**src/rtl/tests_stall_sink.sv**
```systemverilog
// -----------------------------------------------------------------------------
// tests_stall_sink
//
// Test-harness consumer for a valid/ready stream under injected back-pressure.
// The block de-asserts ready whenever the external stall source requests it.
// While a beat is held off, it checks that the producer keeps that beat valid
// and keeps its payload stable. It also gathers transfer and stall statistics.
// Any protocol violation, or a beat that waits too long, moves the block into
// an absorbing error state with a sticky error code.
//
// Parameters
//   DATA_WIDTH  payload width
//   TIMEOUT     consecutive non-accepted cycles of a pending beat before a
//               timeout error (2..65535); the entry cycle counts as the first
//   CNT_WIDTH   width of the saturating statistics counters
//
// Ports
//   clk          clock, rising edge
//   rst          asynchronous active-high reset
//   stall_i      back-pressure request from the stall generator
//   valid_i      producer beat valid
//   data_i       producer payload
//   ready_o      !stall_i && not in error (combinational)
//   fire_o       valid_i && ready_o (combinational)
//   xfer_cnt_o   accepted beats, saturating
//   stall_cnt_o  cycles with valid_i && !ready_o outside the error state
//   max_run_o    longest completed wait of a pending beat, in cycles
//   err_o        sticky error flag
//   err_code_o   0 none, 1 valid withdrawn, 2 data changed, 3 timeout
// -----------------------------------------------------------------------------
module tests_stall_sink #(
    parameter int DATA_WIDTH = 32,
    parameter int TIMEOUT    = 1024,
    parameter int CNT_WIDTH  = 32
) (
    input  logic                  clk,
    input  logic                  rst,
    input  logic                  stall_i,
    input  logic                  valid_i,
    input  logic [DATA_WIDTH-1:0] data_i,
    output logic                  ready_o,
    output logic                  fire_o,
    output logic [CNT_WIDTH-1:0]  xfer_cnt_o,
    output logic [CNT_WIDTH-1:0]  stall_cnt_o,
    output logic [15:0]           max_run_o,
    output logic                  err_o,
    output logic [1:0]            err_code_o
);

    typedef enum logic [1:0] {
        ST_IDLE = 2'd0,
        ST_WAIT = 2'd1,
        ST_ERR  = 2'd2
    } state_t;

    localparam logic [1:0]  CODE_NONE     = 2'd0;
    localparam logic [1:0]  CODE_WITHDRAW = 2'd1;
    localparam logic [1:0]  CODE_DATA     = 2'd2;
    localparam logic [1:0]  CODE_TIMEOUT  = 2'd3;
    // Wait count reached on the TIMEOUT-th non-accepted cycle.
    localparam logic [15:0] RUN_LIMIT     = 16'(TIMEOUT - 1);

    // Increment that sticks at all-ones instead of wrapping.
    function automatic logic [CNT_WIDTH-1:0] sat_inc(input logic [CNT_WIDTH-1:0] v);
        if (v == {CNT_WIDTH{1'b1}}) begin
            return v;
        end else begin
            return v + {{(CNT_WIDTH-1){1'b0}}, 1'b1};
        end
    endfunction

    // Larger of two 16-bit run lengths.
    function automatic logic [15:0] max16(input logic [15:0] a, input logic [15:0] b);
        if (a > b) begin
            return a;
        end else begin
            return b;
        end
    endfunction

    state_t                 state_r;
    state_t                 next_state_s;
    logic [DATA_WIDTH-1:0]  hold_r;
    logic [DATA_WIDTH-1:0]  hold_nxt_s;
    logic [15:0]            run_r;
    logic [15:0]            run_nxt_s;
    logic [15:0]            max_r;
    logic [15:0]            max_nxt_s;
    logic [CNT_WIDTH-1:0]   xfer_r;
    logic [CNT_WIDTH-1:0]   xfer_nxt_s;
    logic [CNT_WIDTH-1:0]   stall_r;
    logic [CNT_WIDTH-1:0]   stall_nxt_s;
    logic                   err_r;
    logic                   err_nxt_s;
    logic [1:0]             code_r;
    logic [1:0]             code_nxt_s;
    logic                   ready_s;
    logic                   fire_s;
    logic                   blocked_s;

    // Handshake: ready depends only on the stall request and the error state.
    always_comb begin
        ready_s   = !stall_i && (state_r != ST_ERR);
        fire_s    = valid_i && ready_s;
        blocked_s = valid_i && !ready_s && (state_r != ST_ERR);
    end

    assign ready_o     = ready_s;
    assign fire_o      = fire_s;
    assign xfer_cnt_o  = xfer_r;
    assign stall_cnt_o = stall_r;
    assign max_run_o   = max_r;
    assign err_o       = err_r;
    assign err_code_o  = code_r;

    // Next-state, held-beat tracking and error capture.
    always_comb begin
        next_state_s = state_r;
        hold_nxt_s   = hold_r;
        run_nxt_s    = run_r;
        max_nxt_s    = max_r;
        err_nxt_s    = err_r;
        code_nxt_s   = code_r;
        case (state_r)
            ST_IDLE: begin
                if (valid_i && !ready_s) begin
                    // First stalled cycle of this beat counts as run 1.
                    next_state_s = ST_WAIT;
                    hold_nxt_s   = data_i;
                    run_nxt_s    = 16'd1;
                end else begin
                    next_state_s = ST_IDLE;
                end
            end
            ST_WAIT: begin
                if (!valid_i) begin
                    next_state_s = ST_ERR;
                    err_nxt_s    = 1'b1;
                    code_nxt_s   = CODE_WITHDRAW;
                end else if (data_i != hold_r) begin
                    next_state_s = ST_ERR;
                    err_nxt_s    = 1'b1;
                    code_nxt_s   = CODE_DATA;
                end else if (ready_s) begin
                    // Acceptance wins over timeout on the same cycle.
                    next_state_s = ST_IDLE;
                    max_nxt_s    = max16(max_r, run_r);
                    run_nxt_s    = 16'd0;
                end else if (run_r == RUN_LIMIT) begin
                    next_state_s = ST_ERR;
                    err_nxt_s    = 1'b1;
                    code_nxt_s   = CODE_TIMEOUT;
                end else begin
                    run_nxt_s = run_r + 16'd1;
                end
            end
            ST_ERR: begin
                next_state_s = ST_ERR;
            end
            default: begin
                next_state_s = ST_IDLE;
                code_nxt_s   = CODE_NONE;
            end
        endcase
    end

    // Statistics counters; ready is low in the error state so both freeze there.
    always_comb begin
        xfer_nxt_s  = xfer_r;
        stall_nxt_s = stall_r;
        if (fire_s) begin
            xfer_nxt_s = sat_inc(xfer_r);
        end else begin
            xfer_nxt_s = xfer_r;
        end
        if (blocked_s) begin
            stall_nxt_s = sat_inc(stall_r);
        end else begin
            stall_nxt_s = stall_r;
        end
    end

    // State and output registers with asynchronous clear.
    always_ff @(posedge clk or posedge rst) begin
        if (rst) begin
            state_r <= ST_IDLE;
            hold_r  <= {DATA_WIDTH{1'b0}};
            run_r   <= 16'd0;
            max_r   <= 16'd0;
            xfer_r  <= {CNT_WIDTH{1'b0}};
            stall_r <= {CNT_WIDTH{1'b0}};
            err_r   <= 1'b0;
            code_r  <= CODE_NONE;
        end else begin
            state_r <= next_state_s;
            hold_r  <= hold_nxt_s;
            run_r   <= run_nxt_s;
            max_r   <= max_nxt_s;
            xfer_r  <= xfer_nxt_s;
            stall_r <= stall_nxt_s;
            err_r   <= err_nxt_s;
            code_r  <= code_nxt_s;
        end
    end

    tests_stall_sink_chk u_chk (
        .clk        (clk),
        .rst        (rst),
        .stall_i    (stall_i),
        .valid_i    (valid_i),
        .ready_o    (ready_o),
        .fire_o     (fire_o),
        .err_o      (err_o),
        .err_code_o (err_code_o)
    );

endmodule

// -----------------------------------------------------------------------------
// tests_stall_sink_chk
//
// Property checker for tests_stall_sink's externally visible behaviour.
// Ports: clk, rst, and the sink's handshake and error outputs (inputs here).
// -----------------------------------------------------------------------------
module tests_stall_sink_chk (
    input logic       clk,
    input logic       rst,
    input logic       stall_i,
    input logic       valid_i,
    input logic       ready_o,
    input logic       fire_o,
    input logic       err_o,
    input logic [1:0] err_code_o
);

    // Error state never signals ready.
    a_err_blocks: assert property (@(posedge clk) disable iff (rst) err_o |-> !ready_o);

    // Error flag and a non-zero code always travel together.
    a_code_flag: assert property (@(posedge clk) disable iff (rst) err_o == (err_code_o != 2'd0));

    // Error flag and code are sticky until reset.
    a_sticky: assert property (@(posedge clk) disable iff (rst)
        err_o |=> (err_o && $stable(err_code_o)));

    // A stall request always blocks the handshake.
    a_stall_blocks: assert property (@(posedge clk) stall_i |-> !ready_o);

    // Fire is exactly the handshake.
    a_fire: assert property (@(posedge clk) fire_o == (valid_i && ready_o));

endmodule
```
**config.mk**
```make
export PLATFORM = sky130hd
export DESIGN_NAME = tests_stall_sink
export DESIGN_NICKNAME = d
export VERILOG_FILES = /design/src/rtl/tests_stall_sink.sv
export SDC_FILE = /design/constraint.sdc
export NUM_CORES = 1
export LEC_CHECK = 0
export BUFFER_PORTS_ARGS = -buffer_cell sky130_fd_sc_hd__buf_2
export CAP_MARGIN = 10
export CORE_UTILIZATION = 50
export CTS_CLUSTER_SIZE = 16
export DETAILED_ROUTE_END_ITERATION = 8
export PLACE_DENSITY = 0.74
export SLEW_MARGIN = 20
export SYNTH_ARGS = -nofsm -noshare
export SYNTH_HDL_FRONTEND = slang
export SYNTH_HIERARCHICAL = 1
export SYNTH_SLANG_ARGS = --single-unit
```
**constraint.sdc**
```tcl
create_clock -name clk -period 5.1 [get_ports clk]
set_input_delay 1.02 -clock clk [delete_from_list [all_inputs] [get_ports clk]]
set_output_delay 1.02 -clock clk [all_outputs]
set_load 0.01 [all_outputs]
```
==> metrics, run 1 <==
overall die area=13,900 um2; final hold violations=0; setup TNS=0 ps; Worst Setup Path Type=in -> reg; ys flop type=dfrtp_1; initial drt markers=286; Final Setup Violations=0; fraction of layout cells with a size suffix above 1=0.226; worst-path fanout max=11; fill count=1,130; Seq/Total Area, Yosys=0.495; Routed WL=15,100 um; Reg clk slew, reported paths=60 ps; ANT nets after route=0; core area=13,200 um2; fin crit period=3220 ps; nets=865; area share of the largest cell type after synthesis=0.495; global-route wire length before repair=25,600 um; hold_buf cts=0; via/cell ratio=5.41; vias in the first global route=5,431; hpwl dp=10,700 um; most frequent cell after synthesis=nand2_1; pwr dens=410 nW/um2; CP endpoint kind=flip-flop; WL/cell=15.2 um; Yosys reg bits=133; class of the worst hold path=reg -> reg; die width=118 um; worst skew pair latency=420 ps; vias=5,406; GRT Residual Overflow=0; IO buf count=120; Post-CTS Setup Bufs=0; Pins Over Slew Limit=0; Post-CTS Resized=0; clk sinks=133; total power draw=3.34 mW; status=finished clean; clk root buf=clkbuf_16; H-tree levels=4; area delta synth->final=21.0%; Die Span Y=118 um; setup repair after global routing missed its margin=false; Ys Warns=6; Site Rows=42; Async SR Flop Fraction=1.00; crit path DAT=3510 ps; max_cap viols=0; Avg Inst Size Synth=9.86 um2; Max clock buf depth=2; Final Cycle Share=0.631; Fin Clk Skew=7.23 ps; Tightest Pin Transition=818 ps; gpl congestion=0.884; synth top area cells=dfrtp_1 (49%), xnor2_1 (8.6%), nand2_1 (8.1%); startpoint class of the critical path=primary input; CTS Buf Count=17; Post-synth EDFFs=0; Pre-antenna DRT Iters=5; P_leak=4.07 nW; largest net degree at the start of global routing=54; cell accounting for the most synthesized area=dfrtp_1; Syn Std Cell Area=6730 um2; f_max=0.311 GHz; Post-synth top cells=nand2_1 (145), dfrtp_1 (133), xnor2_1 (66); gr usage total=0.230; IO Pins=121; n_diodes=0; starting density of the core=0.510; largest vdd supply drop=0.305 mV; Mapped Cells=682; Crit path required time=5400 ps; distinct cell type count after synthesis=52; Max-slew headroom=0.450; TritonCTS clock tree=yes; initial antenna violation count=0; # DRC=0; Synth Net Count=737
-- layout make-up --
cell class              count  area [um2]  area share
flip-flops and latches    133        3330       0.409
well taps                 176         220      0.0271
clock inverters            13         155      0.0191
repair buffers            126         649      0.0798
multi-input cells         509        3240       0.399
clock buffers              19         453      0.0557
inverters                  23        88.8      0.0109
-- where the power goes --
part | internal (mW) | leakage (nW) | total [mW] | switching [mW]
logic | 0.296 | 2.01 | 0.660 | 0.364
clock network | 0.791 | 0.295 | 1.25 | 0.458
registers | 1.25 | 1.77 | 1.43 | 0.183
total | 2.34 | 4.07 | 3.34 | 1.01
-- logic make-up (layout without fill, tap and decap cells) --
group,after synthesis,count (layout),synth area share
simple gates,318,318,0.233
flops,133,133,0.495
buf+inv,40,181,0.0238
fa+ha+maj,19,19,0.0353
mux,19,19,0.0314
xor+xnor,94,94,0.122
compound gates,59,59,0.0588
-- worst paths after layout --
kind                                              from                          end  slack, ps  cells past startpoint
worst max-delay path                        data_i[31]     max_run_o[9]$_DFFE_PP0P_       1880                      8
worst min-delay path                 err_o$_DFFE_PP0P_            err_o$_DFFE_PP0P_        460                      1
worst max register to register  state_r[0]$_DFFE_PP0P_     max_run_o[9]$_DFFE_PP0P_       2000                      6
worst min register to register       err_o$_DFFE_PP0P_            err_o$_DFFE_PP0P_        460                      1
max in group asynchronous                          rst       hold_r[13]$_DFFE_PP0P_       3340                      3
min in group asynchronous                          rst  stall_cnt_o[16]$_DFFE_PP0P_        680                      2
-- per-stage QoR --
step / hold WS, ps / utilization / setup slack, ps / instances / area, um2
floorplan: 467 / - / 526 / 682 / 6730
global placement: 453 / 0.569 / 1310 / 965 / 7510
detailed placement: 457 / 0.569 / 1220 / 965 / 7510
CTS: 470 / 0.616 / 1650 / 997 / 8120
global route: 475 / 0.617 / 1700 / 999 / 8140
finish: 463 / 0.617 / 1880 / 999 / 8140
-- flip-flops by register name (all words and copies together) (netlist names) --
name,cells
stall_cnt_o,32
state_r,2
err_o,1
xfer_cnt_o,32
run_r,16
hold_r,32
err_code_o,2
max_run_o,16
-- layout by cell type (no fill, tap or decap), drive strengths merged, types with 5 or more instances in the layout --
cell type	Yosys	layout
a21oi	12	12
and2	5	5
and3	13	13
and4	10	10
buf	3	126
clkbuf	14	19
clkinv	0	6
dfrtp	133	133
ha	19	19
inv	23	24
mux2	17	17
nand2	146	146
nand3	32	32
nand4	36	36
nor2	31	31
nor3	12	12
nor4	10	10
o21ai	21	21
o311ai	5	5
xnor2	66	66
xor2	28	28
-- per-layer routing --
metal / share of wire / track usage
met1: 0.44 / 0.293
met2: 0.47 / 0.368
met3: 0.064 / 0.0669
met4: 0.018 / 0.0921
met5: 0 / 0
-- worst max-delay path: stages --
cell and delay, ps:
buf_2 110, xnor2_1 150, nand4_1 200, nor4_4 640, nand2_4 100, a2111oi_4 610, buf_4 310, mux2_2 360
Power figures use the tool's default switching activity.
==> run 2, diff against run 1 <==
clock period = 3.2 ns   (was 5.1 ns; I/O delays follow)
==> run 2 against run 1 <==
  * Register-to-register slack worse by 1500 ps
  * Setup slack worse by 1300 ps
  * Clock power up 54%
  * Die area unchanged
  * Utilization up 0.46 points
==> metrics, run 2 (synthesis gave the netlist of run 1 again) <==
final hold violations=0; IO Pins=121; Routed WL=15,600 um; TritonCTS clock tree=yes; Pins Over Slew Limit=0; gr usage total=0.239; setup TNS=0 ps; status=finished clean; WL/cell=15.5 um; overall die area=13,900 um2; core area=13,200 um2; crit path DAT=2990 ps; Post-CTS Resized=0; pwr dens=645 nW/um2; Final Setup Violations=0; startpoint class of the critical path=flip-flop; IO buf count=120; n_diodes=0; f_max=0.376 GHz; worst skew pair latency=420 ps; largest vdd supply drop=0.431 mV; global-route wire length before repair=26,600 um; dpl cell area=7610 um2; grt met2 use=0.383; gpl congestion=0.911; busiest grt layer=met2; Pre-antenna DRT Iters=5; largest net degree at the start of global routing=61; Final Cycle Share=0.830; class of the worst hold path=in -> async; max_cap viols=0; cell area after layout=8200 um2; GR met3 Demand/Resource=0.0688; Tightest Pin Transition=764 ps; setup repair after global routing missed its margin=false; vias in the first global route=5,516; worst-path fanout max=34; Post-CTS Setup Bufs=0; hold_buf cts=0; Reg clk slew, reported paths=60 ps; Worst Setup Path Type=reg -> reg; CP endpoint kind=flip-flop; die width=118 um; Max clock buf depth=2; nets=873; Crit path required time=3540 ps; fin crit period=2660 ps; hpwl dp=11,100 um; GRT Residual Overflow=0; area delta synth->final=21.9%; H-tree levels=4; final core utilization=0.622; initial antenna violation count=0; commonest non-fill, non-tap cell in the layout=nand2_1; final worst setup slack=543 ps; Die Span Y=118 um; GR Layer Usage met1=0.308; Worst Setup SP=run_r[12]$_DFFE_PP0P_; # DRC=0; Fin Clk Skew=10.3 ps; clk root buf=clkbuf_16; reg2reg start=run_r[12]$_DFFE_PP0P_; starting density of the core=0.510; most frequent cells in the layout=nand2_1 (145), dfrtp_1 (133), buf_2 (120); fill count=1,085; vias=5,511; Max-slew headroom=0.490; P_leak=4.11 nW; clk sinks=133; ANT nets after route=0; initial drt markers=329; via/cell ratio=5.48; CTS Buf Count=17; Site Rows=42; dpl ws=487 ps; fraction of layout cells with a size suffix above 1=0.230
[run 2: stage by stage]
stage / power, mW / hold WS, ps / std cells
floorplan: 3.01 / 467 / 682
global placement: 3.32 / 453 / 975
detailed placement: 3.38 / 453 / 975
CTS: 5.33 / 357 / 1006
global route: 5.58 / 384 / 1006
finish: 5.29 / 339 / 1006
[run 2: worst paths after layout]
path / to / slack (ps) / cells past startpoint
max: run_r[12]$_DFFE_PP0P_ / 540 / 7
min: stall_cnt_o[21]$_DFFE_PP0P_ / 340 / 2
max reg2reg: run_r[12]$_DFFE_PP0P_ / 540 / 7
min reg2reg: err_o$_DFFE_PP0P_ / 460 / 1
max in group asynchronous: hold_r[13]$_DFFE_PP0P_ / 2090 / 3
min in group clk: hold_r[11]$_DFFE_PP0P_ / 440 / 3
[run 2: layer usage]
layer | routed length [um] | share of wire
met5 | 0 | 0
met4 | 290 | 0.019
met3 | 946 | 0.061
met2 | 7580 | 0.49
met1 | 6810 | 0.44
[run 2: where the power goes]
part	internal (mW)	total, mW	leakage [nW]	switching [mW]
logic	0.489	1.09	2.06	0.601
registers	1.99	2.27	1.77	0.278
clock network	1.22	1.93	0.285	0.706
[run 2: critical path: stages, from the launching register on]
cell and delay, ps:
dfrtp_1 440, or4_1 550, nor4_2 410, a21oi_1 240, nand3b_1 430, buf_12 260, o311ai_0 150, o21ai_0 110
[run 2: cell type report]
class	instances	area (um2)	share of cell area
Sequential cell	133	3330	0.406
Multi-Input combinational cell	509	3240	0.396
Timing Repair Buffer	134	731	0.0891
Clock buffer	23	488	0.0595
Tap cell	176	220	0.0269
Clock inverter	8	98.8	0.0121
Inverter	23	90.1	0.0110
==> run 3, diff against run 2 <==
ABC_AREA = 1   (was unset)
PLACE_DENSITY = 0.73   (was 0.74)
clock period = 2.73 ns   (was 3.2 ns; I/O delays follow)
==> run 3 against run 2 <==
  * Fmax grew 13%
  * Non-clock buffer count is 7 lower
  * Clock power rose by 12%
  * Sequential share of layout area decreased by 3.0 points
  * Total power increased by 19%
  * Clock skew decreased by 5.7 ps
  * Synthesized cell count rose by 35%
  * First-iteration DRC count up 28%
  * Hold slack worse by 170 ps
  * Utilization is 1.4 points lower
==> metrics, run 3 <==
status=finished clean; largest vdd supply drop=0.611 mV; Synth Net Count=978; CTS Buf Count=17; Ys Warns=6; Avg Inst Size Synth=8.15 um2; Simple-Gate Fraction of Synth Area=0.295; f_max=0.427 GHz; worst-path cell chain=inv_1 > ha_1 > nand2_1 > inv_1 > nand3_1 > nor3_1 > nand3_1 > nand2_1 > nand2_4 > nand2_1 > nand2_1; commonest non-fill, non-tap cell in the layout=nand2_1; Reg clk slew, reported paths=50 ps; crit-path max cell delay=420 ps; global-route wire length before repair=28,900 um; vias=6,374; total power draw=6.31 mW; Final Setup Violations=0; Mapped Cells=923; Crit path required time=3020 ps; # DRC=0; synth top area cells=dfrtp_1 (44%), nand2_1 (13%), inv_1 (4.9%); cell accounting for the most synthesized area=dfrtp_1; Synth Area in Adders=0.0316; final hold violations=0; fin crit period=2340 ps; multiplexer share of the synthesized area=0.0269; max_cap viols=0; area delta synth->final=17.8%; die width=125 um; H-tree levels=4; XOR/XNOR share of the synthesized area=0.0920; class of the worst hold path=in -> async; vias in the first global route=6,114; largest net degree at the start of global routing=66; worst-path cell with the longest stage delay=dfrtp_1; nets=1,108; WP buf/inv=2; ANT nets after route=0; distinct cell type count after synthesis=37; area share of the largest cell type after synthesis=0.442; TritonCTS clock tree=yes; crit path DAT=2640 ps; final core utilization=0.608; clk sinks=133; Syn Std Cell Area=7520 um2; Max-slew headroom=0.682; Compound-Gate Fraction of Synth Area=0.0421; hold_buf cts=0; Post-Place Cells=1,218; Tightest Pin Transition=476 ps; Post-synth top cells=nand2_1 (256), dfrtp_1 (133), inv_1 (99); pwr dens=712 nW/um2; Yosys reg bits=133; ys flop type=dfrtp_1; Post-CTS Setup Bufs=0; Final Cycle Share=0.859; IO buf count=120; initial antenna violation count=0; startpoint class of the critical path=flip-flop; WL/cell=13.3 um; Site Rows=44; largest family of logic cells by synthesized area=simple AND/OR/NAND/NOR gates; initial drt markers=420; setup TNS=0 ps; worst skew pair latency=410 ps; n_diodes=0; IO Pins=121; Seq/Total Area, Yosys=0.442; most frequent cell after synthesis=nand2_1; Die Span Y=125 um; P_leak=4.45 nW; final worst setup slack=385 ps; Post-CTS Resized=0; fraction of layout cells with a size suffix above 1=0.197; clk root buf=clkbuf_16; Max clock buf depth=2; Post-Layout Cell Count=1,247; Routed WL=16,600 um; most frequent cells in the layout=nand2_1 (256), dfrtp_1 (133), buf_2 (120); starting density of the core=0.516; Pins Over Slew Limit=0; Async SR Flop Fraction=1.00; crit-path leading delay family=simple AND/OR/NAND/NOR gates; Pre-antenna DRT Iters=5; overall die area=15,500 um2; dpl ws=455 ps; Worst Setup Path Type=reg -> reg; Fin Clk Skew=4.54 ps; CP endpoint kind=flip-flop; worst-path fanout max=16; core area=14,600 um2; gpl congestion=0.885; hpwl dp=12,300 um; setup repair after global routing missed its margin=false; Post-synth EDFFs=0; gr usage total=0.228; most frequent CP cell=nand2_1; GRT Residual Overflow=0; via/cell ratio=5.11
[run 3: worst paths after layout]
kind / start / end / slack [ps] / cells after the start
setup / recovery: run_r[15]$_DFFE_PP0P_ / max_run_o[4]$_DFFE_PP0P_ / 390 / 11
hold / removal: rst / stall_cnt_o[25]$_DFFE_PP0P_ / 160 / 2
setup reg to reg: run_r[15]$_DFFE_PP0P_ / max_run_o[4]$_DFFE_PP0P_ / 390 / 11
hold reg to reg: err_o$_DFFE_PP0P_ / err_o$_DFFE_PP0P_ / 450 / 1
max in group asynchronous: rst / xfer_cnt_o[25]$_DFFE_PP0P_ / 1860 / 3
min in group clk: data_i[24] / hold_r[24]$_DFFE_PP0P_ / 390 / 2
[run 3: cell families after synthesis]
| family | after synthesis |
|---|---|
| flops | 133 |
| xor+xnor | 79 |
| buf+inv | 122 |
| compound gates | 60 |
| simple gates | 492 |
| mux | 18 |
| fa+ha+maj | 19 |
[run 3: cell type report]
cell class / instances / area, um2
fillers: 1298 / 5730
multi-input cells: 668 / 3670
flip-flops and latches: 133 / 3330
repair buffers: 127 / 666
clock buffers: 25 / 515
inverters: 106 / 408
well taps: 184 / 230
clock inverters: 4 / 45.0
[run 3: layer usage]
metal  wire [um]  global-route usage
met1        7900               0.308
met2        7620               0.363
met3         907              0.0584
met4         140              0.0581
met5           0                   0
[run 3: where the power goes]
part | switching [mW] | internal [mW] | total, mW
combinational | 0.863 | 0.641 | 1.50
sequential | 0.315 | 2.33 | 2.65
clock | 0.779 | 1.38 | 2.16
[run 3: through the flow]
| stage | hold WS (ps) | area [um2] |
|---|---|---|
| 6_report | 165 | 8860 |
| 2_1_floorplan | 474 | 7530 |
| 3_5_place_dp | 441 | 8300 |
| 4_1_cts | 168 | 8860 |
| 3_3_place_gp | 441 | 8300 |
| 5_1_grt | 189 | 8860 |
